--- src/rtl/run_length_meter_if.sv ---
// ---------------------------------------------------------------------------
// +-------------------------------------------------------------------------+
// | Module  : run_length_meter_if                                           |
// | Purpose : Bundles the serial input stream and run-report outputs of     |
// |           run_length_meter.                                             |
// |   master : drives x_valid, x (and clr_ovf); observes the report.        |
// |   slave  : the meter itself.                                            |
// |   Signals: x_valid, x, run_len[CNT_W], run_valid, run_sat               |
// |            clr_ovf, ovf_flag  (only with RLM_OVF_FLAG_EN defined)       |
// | Rev     : 1.0  initial release                                          |
// +-------------------------------------------------------------------------+
// ---------------------------------------------------------------------------
`default_nettype none

interface run_length_meter_if #(
  parameter int CNT_W = 2
);
  logic             x_valid;
  logic             x;
  logic [CNT_W-1:0] run_len;
  logic             run_valid;
  logic             run_sat;
`ifdef RLM_OVF_FLAG_EN
  logic             clr_ovf;
  logic             ovf_flag;

  modport master (output x_valid, x, clr_ovf,
                  input  run_len, run_valid, run_sat, ovf_flag);
  modport slave  (input  x_valid, x, clr_ovf,
                  output run_len, run_valid, run_sat, ovf_flag);
`else
  modport master (output x_valid, x,
                  input  run_len, run_valid, run_sat);
  modport slave  (input  x_valid, x,
                  output run_len, run_valid, run_sat);
`endif
endinterface

`default_nettype wire

--- src/rtl/run_length_meter.sv ---
// ---------------------------------------------------------------------------
// +-------------------------------------------------------------------------+
// | Module  : run_length_meter                                              |
// | Purpose : Measures runs of the POLARITY symbol on a qualified serial    |
// |           stream, each run bracketed by guard symbols (~POLARITY), and  |
// |           reports the completed run length as a saturating count.       |
// | Ports   : clk      - clock, rising edge                                 |
// |           rst      - synchronous active-high reset                      |
// |           bus      - run_length_meter_if.slave (x_valid, x, run_len,    |
// |                      run_valid, run_sat [, clr_ovf, ovf_flag])          |
// | Params  : CNT_W (2..8), POLARITY (0/1), MIN_RUN (1..2^CNT_W-1)          |
// | Macro   : RLM_OVF_FLAG_EN adds the sticky ovf_flag with clr_ovf.        |
// | Rev     : 1.0  initial release                                          |
// +-------------------------------------------------------------------------+
// ---------------------------------------------------------------------------
`default_nettype none

module run_length_meter #(
  parameter int CNT_W    = 2,
  parameter bit POLARITY = 1'b1,
  parameter int MIN_RUN  = 1
) (
  input  wire                     clk,
  input  wire                     rst,
  run_length_meter_if.slave       bus
);

  localparam logic [CNT_W-1:0] MAX_C     = {CNT_W{1'b1}};
  localparam logic [CNT_W-1:0] MIN_RUN_C = CNT_W'(MIN_RUN);
  localparam logic [CNT_W-1:0] ONE_C     = {{(CNT_W-1){1'b0}}, 1'b1};

  typedef enum logic [1:0] {
    IDLE  = 2'd0,
    ARMED = 2'd1,
    COUNT = 2'd2,
    SAT   = 2'd3
  } state_t;

  state_t           state_q,     state_d;
  logic [CNT_W-1:0] cnt_q,       cnt_d;
  logic [CNT_W-1:0] run_len_q,   run_len_d;
  logic             run_valid_q, run_valid_d;
  logic             run_sat_q,   run_sat_d;

  logic             is_p;
  logic [CNT_W-1:0] cnt_inc;

  assign is_p    = (bus.x == POLARITY);
  // cnt is strictly below MAX while in COUNT, so the increment cannot wrap.
  assign cnt_inc = cnt_q + ONE_C;

  always_comb begin
    state_d     = state_q;
    cnt_d       = cnt_q;
    run_len_d   = '0;
    run_valid_d = 1'b0;
    run_sat_d   = 1'b0;

    if (bus.x_valid) begin
      unique case (state_q)
        IDLE: begin
          // A run without a leading guard is never measured.
          if (!is_p) state_d = ARMED;
        end
        ARMED: begin
          if (is_p) begin
            state_d = COUNT;
            cnt_d   = ONE_C;
          end
        end
        COUNT: begin
          if (is_p) begin
            cnt_d = cnt_inc;
            if (cnt_inc == MAX_C) state_d = SAT;
          end else begin
            if (cnt_q >= MIN_RUN_C) begin
              run_valid_d = 1'b1;
              run_len_d   = cnt_q;
            end
            // Terminating guard doubles as the next run's leading guard.
            state_d = ARMED;
            cnt_d   = '0;
          end
        end
        SAT: begin
          if (!is_p) begin
            run_valid_d = 1'b1;
            run_len_d   = cnt_q;
            run_sat_d   = 1'b1;
            state_d     = ARMED;
            cnt_d       = '0;
          end
        end
        default: begin
          state_d = IDLE;
          cnt_d   = '0;
        end
      endcase
    end
  end

  always_ff @(posedge clk) begin
    if (rst) begin
      state_q     <= IDLE;
      cnt_q       <= '0;
      run_len_q   <= '0;
      run_valid_q <= 1'b0;
      run_sat_q   <= 1'b0;
    end else begin
      state_q     <= state_d;
      cnt_q       <= cnt_d;
      run_len_q   <= run_len_d;
      run_valid_q <= run_valid_d;
      run_sat_q   <= run_sat_d;
    end
  end

  assign bus.run_len   = run_len_q;
  assign bus.run_valid = run_valid_q;
  assign bus.run_sat   = run_sat_q;

`ifdef RLM_OVF_FLAG_EN
  logic ovf_flag_q, ovf_flag_d;

  // Set takes priority over a simultaneous clear.
  always_comb begin
    ovf_flag_d = ovf_flag_q;
    if (bus.clr_ovf) ovf_flag_d = 1'b0;
    if (run_sat_d)   ovf_flag_d = 1'b1;
  end

  always_ff @(posedge clk) begin
    if (rst) ovf_flag_q <= 1'b0;
    else     ovf_flag_q <= ovf_flag_d;
  end

  assign bus.ovf_flag = ovf_flag_q;
`endif

endmodule

`default_nettype wire

--- src/flat_wrapper.sv ---
// flat-port wrapper written by rule: the top's interface ports become plain ports
module run_length_meter_flat 
#(
  parameter int CNT_W    = 2,
  parameter bit POLARITY = 1'b1,
  parameter int MIN_RUN  = 1
)
  (clk, rst, bus_x_valid, bus_x, bus_run_len, bus_run_valid, bus_run_sat);
  run_length_meter_if #(.CNT_W(CNT_W)) bus_i ();
  input  wire clk;
  input  wire rst;
  input wire logic [$bits(bus_i.x_valid)-1:0] bus_x_valid;
  input wire logic [$bits(bus_i.x)-1:0] bus_x;
  output wire logic [$bits(bus_i.run_len)-1:0] bus_run_len;
  output wire logic [$bits(bus_i.run_valid)-1:0] bus_run_valid;
  output wire logic [$bits(bus_i.run_sat)-1:0] bus_run_sat;
  assign bus_i.x_valid = bus_x_valid;
  assign bus_i.x = bus_x;
  assign bus_run_len = bus_i.run_len;
  assign bus_run_valid = bus_i.run_valid;
  assign bus_run_sat = bus_i.run_sat;
  run_length_meter #(.CNT_W(CNT_W), .POLARITY(POLARITY), .MIN_RUN(MIN_RUN)) u_core (.clk(clk), .rst(rst), .bus(bus_i));
endmodule
--- config.mk ---
export PLATFORM = sky130hd
export DESIGN_NAME = run_length_meter_flat
export DESIGN_NICKNAME = d
export VERILOG_FILES = /design/src/rtl/run_length_meter_if.sv /design/src/rtl/run_length_meter.sv /design/src/flat_wrapper.sv
export SDC_FILE = /design/constraint.sdc
export NUM_CORES = 1
export LEC_CHECK = 0
export CORE_AREA = 2 2 39 41
export CTS_CLUSTER_DIAMETER = 60
export DETAILED_ROUTE_END_ITERATION = 16
export DIE_AREA = 0 0 41 43
export DONT_BUFFER_PORTS = 1
export PLACE_DENSITY = 0.54
export SLEW_MARGIN = 20
export SYNTH_ARGS = -nofsm -noshare
export SYNTH_HDL_FRONTEND = slang
export SYNTH_SLANG_ARGS = --single-unit
--- constraint.sdc ---
create_clock -name clk -period 3.9 [get_ports clk]
set_clock_uncertainty 0.15 [all_clocks]
set_input_delay 1.17 -clock clk [delete_from_list [all_inputs] [get_ports clk]]
set_output_delay 1.17 -clock clk [all_outputs]
set_load 0.02 [all_outputs]
After elaboration in Yosys (flattened, before gate mapping)
Index checks and enable logic that the tools add are counted.
{ "classes": {"order_cmp": 1, "muxes": 17, "n_reduce_logical": 7, "multipliers": 0, "addsub": 1, "n_div": 0, "n_eq_ne": 8, "n_shift": 0, "bitwise": 2} }
{ "ops": {"columns": ["cell", "n"], "rows": [
  ["$mux 2", 10],
  ["$pmux 2 s3", 2],
  ["$reduce_and 4->1", 2],
  ["$eq 2x2->1 const B", 3],
  ["$ne 2x2->1 const B", 3],
  ["$pmux 2 s2", 1],
  ["$reduce_or 2->1", 2],
  ["$mux 1", 3],
  ["$ne 3x2->1 const B", 1],
  ["$reduce_bool 3->1", 1],
  ["$reduce_or 3->1", 1],
  ["$add 2x1->2 const B", 1],
  ["$eq 2x1->1 const B", 1],
  ["$ge 2x1->1 const B", 1],
  ["$logic_not 2->1", 1],
  ["$not 1->1", 2],
  ["$pmux 1 s2", 1]
]} }
{ "totals": {"regBits": 8, "ram_bits": 0, "latchBits": 0, "wordCells": 41, "input_bits": 4, "romBits": 0, "n_memories": 0} }

Depth between registers and ports, before layout
{ "depth": {"ltp_word": 5, "ltp_mapped": 6} }

Least setup slack after synthesis
Ideal clock, no wire load.
{ "synth_path": {"path_kind": "input -> register", "start": "input port bus_x", "end": "register u_core.state_q[1]", "required_time_ns": 3.663, "setup_ns": 0.087, "t_arrival_ns": 1.969, "slack_ns": 1.694, "n_path_buf": 1, "stages": 5, "cell_sequence": "buf_6 > nor2_4 > a31oi_1 > or4b_1 > o31ai_1"} }
{ "synth_between": {"elab_chain_cells": 2, "word_cells_on_any_way": 6} }
{ "synth_rtl": {"columns": ["element", "line", "rtl"], "rows": [
  ["from (decl)", "flat_wrapper.sv:13", "input wire logic [$bits(bus_i.x)-1:0] bus_x;"],
  ["$ne 3x2->1 (no line) (tied with other cells)", null, null],
  ["$reduce_and 4->1 (no line) or $pmux 2 s3 (tied branches)", null, null],
  ["to (signal assigned)", "run_length_meter.sv:110", "state_q <= state_d;"],
  ["to (decl)", "run_length_meter.sv:39", "state_t state_q, state_d;"]
]} }
Several ways; a longest one is shown, not always the timed one.
A chain may end at the register's enable or synchronous reset.

Worst setup path after layout
{ "layout_path": {"start": "register u_core.run_len_q[0], in the netlist u_core.bus.run_len[0]", "end": "output port bus_run_len[0]"} }
{ "layout_rtl": {"columns": ["element", "line", "rtl"], "rows": [
  ["from (decl)", "run_length_meter.sv:41", "logic [CNT_W-1:0] run_len_q, run_len_d;"],
  ["from (signal assigned)", "run_length_meter.sv:112", "run_len_q <= run_len_d;"],
  ["to (decl)", "flat_wrapper.sv:14", "output wire logic [$bits(bus_i.run_len)-1:0] bus_run_len;"]
]} }
No word-level cell between the ends.

==> impl_metrics.tcl <==
set metrics [dict create \
    synth.ff_latch_count 8 \
    post_drt_wl_per_cell_um 10.5 \
    drtPass1Iterations 2 \
    final_net_count 62 \
    crit-reg2reg-capture "u_core.state_q[1]$_SDFFE_PP0P_" \
    syn_area_um2 458 \
    die-height_um 43 \
    switchingPower_uw 44.7 \
    cts_buffers 3 \
    final.setup.tns_ns 0 \
    cts.path.max_buffers 2 \
    initial_utilization 0.331 \
    clock_sink_count 8 \
    ys_types 23 \
    status "completed" \
    rsz0062_at_grt "false" \
    power_leakage_nw 0.180 \
    regToRegStartpoint "u_core.state_q[0]$_SDFFE_PP0P_" \
    sw_frac_of_total 0.253 \
    number_of_endpoints_with_negative_hold_slack_in_the_final_report 0 \
    timing.fmax_mhz 503 \
    p_int_uw 132 \
    fp.dieW_um 41 \
    synth_top_cell_area_share 0.350 \
    netlist_instances 48 \
    cts_tree "yes" \
    maximum_number_of_pins_on_one_net_before_global_route_repair 9 \
    synth.area.top_cells "sky130_fd_sc_hd__dfxtp_1 (35%), sky130_fd_sc_hd__ha_1 (16%), sky130_fd_sc_hd__or4b_1 (4.4%), sky130_fd_sc_hd__and2_1 (4.1%), sky130_fd_sc_hd__inv_1 (3.3%)" \
    combinationalPowerShare 0.153 \
    drt-vias-per-instance 4.83 \
    worst_skew_pair.late_latency_ns 0.25 \
    post-synth-top-area-cell "sky130_fd_sc_hd__dfxtp_1" \
    power_dens_cells_mw_per_mm2 362 \
    totalPowerFinal_uw 177 \
    io-pin-count 8 \
    areaGrowthSynthToFinish_pct 6.83 \
    syn-mean-instance-area_um2 9.54 \
    port_buffers 0 \
    core_region_area_mm2 0.00138 \
    syn-num-nets 58 \
    max_slew_margin 0.755 \
    start_kind "register" \
    antenna-diode-count 0 \
    clk_root_buffer_cell "sky130_fd_sc_hd__clkbuf_4" \
    initial_antenna_violation_count 0 \
    global_route_wire_length_before_repair_um 1310 \
    cts_hold_repair.buffers 0 \
    yosysWarningCount 0 \
    proportion_of_synthesized_chip_area_in_sequential_cells 0.350 \
    crit_required_ns 2.58 \
    worst-endpoint-arrival_ns 0.67 \
    cts.clk_slew.worst_paths_ns 0.05 \
    clockPowerShare 0.352 \
    cts_setup_buffers 0 \
    crit_path_end "bus_run_len[0]" \
    rows 14 \
    worstSetupPathDepth 0 \
    final_routed_drc_violation_total 0 \
    postRouteAntennaNets 0 \
    clock_period_minus_final_worst_setup_slack_ns 1.99 \
    worst_ir_drop_vdd_v 0.0000771 \
    drv.max_cap_violation_count 0 \
    fp.dieArea_mm2 0.00176 \
    worst_pin_slew_ns 0.366 \
    cts.htree.levels 1 \
    critPathCaptureType "output pin" \
    timing.setup.critical_path_class "register to output pin" \
    r2r.worst_path.cells 6 \
    fin_crit_sh 0.510 \
    fillerInstances 145 \
    fin_worst_setup_slack_ns 1.91 \
    drt_iter0_drc 4 \
    vias_in_the_first_global_route 314 \
    worst_hold_path_type "register to register" \
    post_cts.resized_instances 0 \
    place_congestion 0.666 \
    gr-usage-all-layers 0.112 \
    total_via_count_in_the_routed_design 319 \
    reg2reg_setup_slack_ns 2.15 \
    crit_path_start "u_core.bus.run_len[0]$_SDFF_PP0_" \
    finalSetupViolCount 0 \
    report.final.slew_viol_count 0 \
    final_layout_size_suffix_gt1_frac 0.120 \
    routed_wl_um 690 \
    pwr-share-seq 0.494 \
    grt.overflow.total 0 \
    placement_setup_slack_ns 1.77 \
    post-dp-hpwl_um 553 \
    critical_path.max_fanout 1 \
]
power by group through the flow:
| stage | clock network, mW | registers [mW] | logic (mW) |
|---|---|---|---|
| after floorplan | 0 | 0.0886 | 0.0253 |
| after global placement | 0 | 0.0891 | 0.0276 |
| after detailed placement | 0 | 0.0891 | 0.0273 |
| after CTS | 0.0658 | 0.0874 | 0.0276 |
| after global routing | 0.0702 | 0.0877 | 0.0316 |
| final | 0.0624 | 0.0875 | 0.0271 |
cell usage in the layout (no fill, tap or decap):
cell type                   instances
sky130_fd_sc_hd__o21a_1             1
sky130_fd_sc_hd__nor2_4             1
sky130_fd_sc_hd__and2_1             3
sky130_fd_sc_hd__a21oi_1            2
sky130_fd_sc_hd__clkbuf_4           3
sky130_fd_sc_hd__a311oi_1           1
sky130_fd_sc_hd__dfxtp_1            8
sky130_fd_sc_hd__o31ai_1            2
sky130_fd_sc_hd__nand2b_1           2
sky130_fd_sc_hd__a211oi_1           1
sky130_fd_sc_hd__inv_1              4
sky130_fd_sc_hd__or4b_1             2
sky130_fd_sc_hd__inv_2              1
sky130_fd_sc_hd__a31oi_1            1
sky130_fd_sc_hd__nor2_1             4
sky130_fd_sc_hd__nor3b_1            1
sky130_fd_sc_hd__and2b_1            1
sky130_fd_sc_hd__nand2_1            2
sky130_fd_sc_hd__mux2_1             1
sky130_fd_sc_hd__nand3_1            1
sky130_fd_sc_hd__o2111ai_2          1
sky130_fd_sc_hd__ha_1               6
sky130_fd_sc_hd__nor2b_1            1
stage by stage:
step	instances	hold slack [ns]	util	area (µm²)
after global routing	66	0.317	0.354	489
after detailed placement	63	0.297	0.337	467
after global placement	63	0.296	0.337	467
after CTS	66	0.310	0.354	489
after floorplan	48	0.280	-	458
final	66	0.310	0.354	489
cell usage after synthesis:
| library cell | instances |
|---|---|
| sky130_fd_sc_hd__nand3_1 | 1 |
| sky130_fd_sc_hd__and2_1 | 3 |
| sky130_fd_sc_hd__nor3b_1 | 1 |
| sky130_fd_sc_hd__nor2_1 | 4 |
| sky130_fd_sc_hd__o21a_1 | 1 |
| sky130_fd_sc_hd__a31oi_1 | 1 |
| sky130_fd_sc_hd__o2111ai_2 | 1 |
| sky130_fd_sc_hd__nand2b_1 | 2 |
| sky130_fd_sc_hd__inv_2 | 1 |
| sky130_fd_sc_hd__a21oi_1 | 2 |
| sky130_fd_sc_hd__mux2_1 | 1 |
| sky130_fd_sc_hd__dfxtp_1 | 8 |
| sky130_fd_sc_hd__ha_1 | 6 |
| sky130_fd_sc_hd__inv_1 | 4 |
| sky130_fd_sc_hd__nor2b_1 | 1 |
| sky130_fd_sc_hd__buf_6 | 1 |
| sky130_fd_sc_hd__or4b_1 | 2 |
| sky130_fd_sc_hd__o31ai_1 | 2 |
| sky130_fd_sc_hd__a211oi_1 | 1 |
| sky130_fd_sc_hd__nand2_1 | 2 |
| sky130_fd_sc_hd__and2b_1 | 1 |
| sky130_fd_sc_hd__nor2_4 | 1 |
| sky130_fd_sc_hd__a311oi_1 | 1 |
cells by family (layout without fill, tap and decap cells):
group / count (synthesis) / in the layout / synth area share
and+or+nand+nor: 18 / 18 / 0.243
AOI/OAI and AO/OA: 9 / 9 / 0.153
DFF: 8 / 8 / 0.350
adders and majority gates: 6 / 6 / 0.164
buffers and inverters: 6 / 8 / 0.0656
muxes: 1 / 1 / 0.0246
sequential cells by signal (all words and copies together), names as in the netlist:
signal                flops
u_core.bus.run_len        2
u_core.bus.run_valid      1
u_core.cnt_q              2
u_core.bus.run_sat        1
u_core.state_q            2
metal layers:
layer  up-vias  global-route usage  share of wire
met5         -                   0              0
met4         0              0.0800          0.019
met3         2              0.0366          0.048
met2         9               0.141           0.46
met1       138               0.153           0.47
li1        170                   -              -
cell type report:
cell class              count  area (µm²)  share of cell area
well taps                  16        20.0              0.0409
clock buffers               3        22.5              0.0460
flip-flops and latches      8         160               0.327
inverters                   5        18.8              0.0384
multi-input cells          34         268               0.547
worst min path at each step:
stage                     cells after the start  slack (ns)                          endpoint                    startpoint
after floorplan                               1        0.28  u_core.bus.run_len[0]$_SDFF_PP0_  u_core.cnt_q[0]$_SDFFE_PP0P_
after global placement                        1        0.30  u_core.bus.run_len[0]$_SDFF_PP0_  u_core.cnt_q[0]$_SDFFE_PP0P_
after detailed placement                      1        0.30  u_core.bus.run_len[0]$_SDFF_PP0_  u_core.cnt_q[0]$_SDFFE_PP0P_
after CTS                                     1        0.31  u_core.bus.run_len[0]$_SDFF_PP0_  u_core.cnt_q[0]$_SDFFE_PP0P_
after global routing                          1        0.32  u_core.bus.run_len[0]$_SDFF_PP0_  u_core.cnt_q[0]$_SDFFE_PP0P_
final                                         1        0.31  u_core.bus.run_len[0]$_SDFF_PP0_  u_core.cnt_q[0]$_SDFFE_PP0P_
No activity file was read; power rests on OpenSTA's default activity.
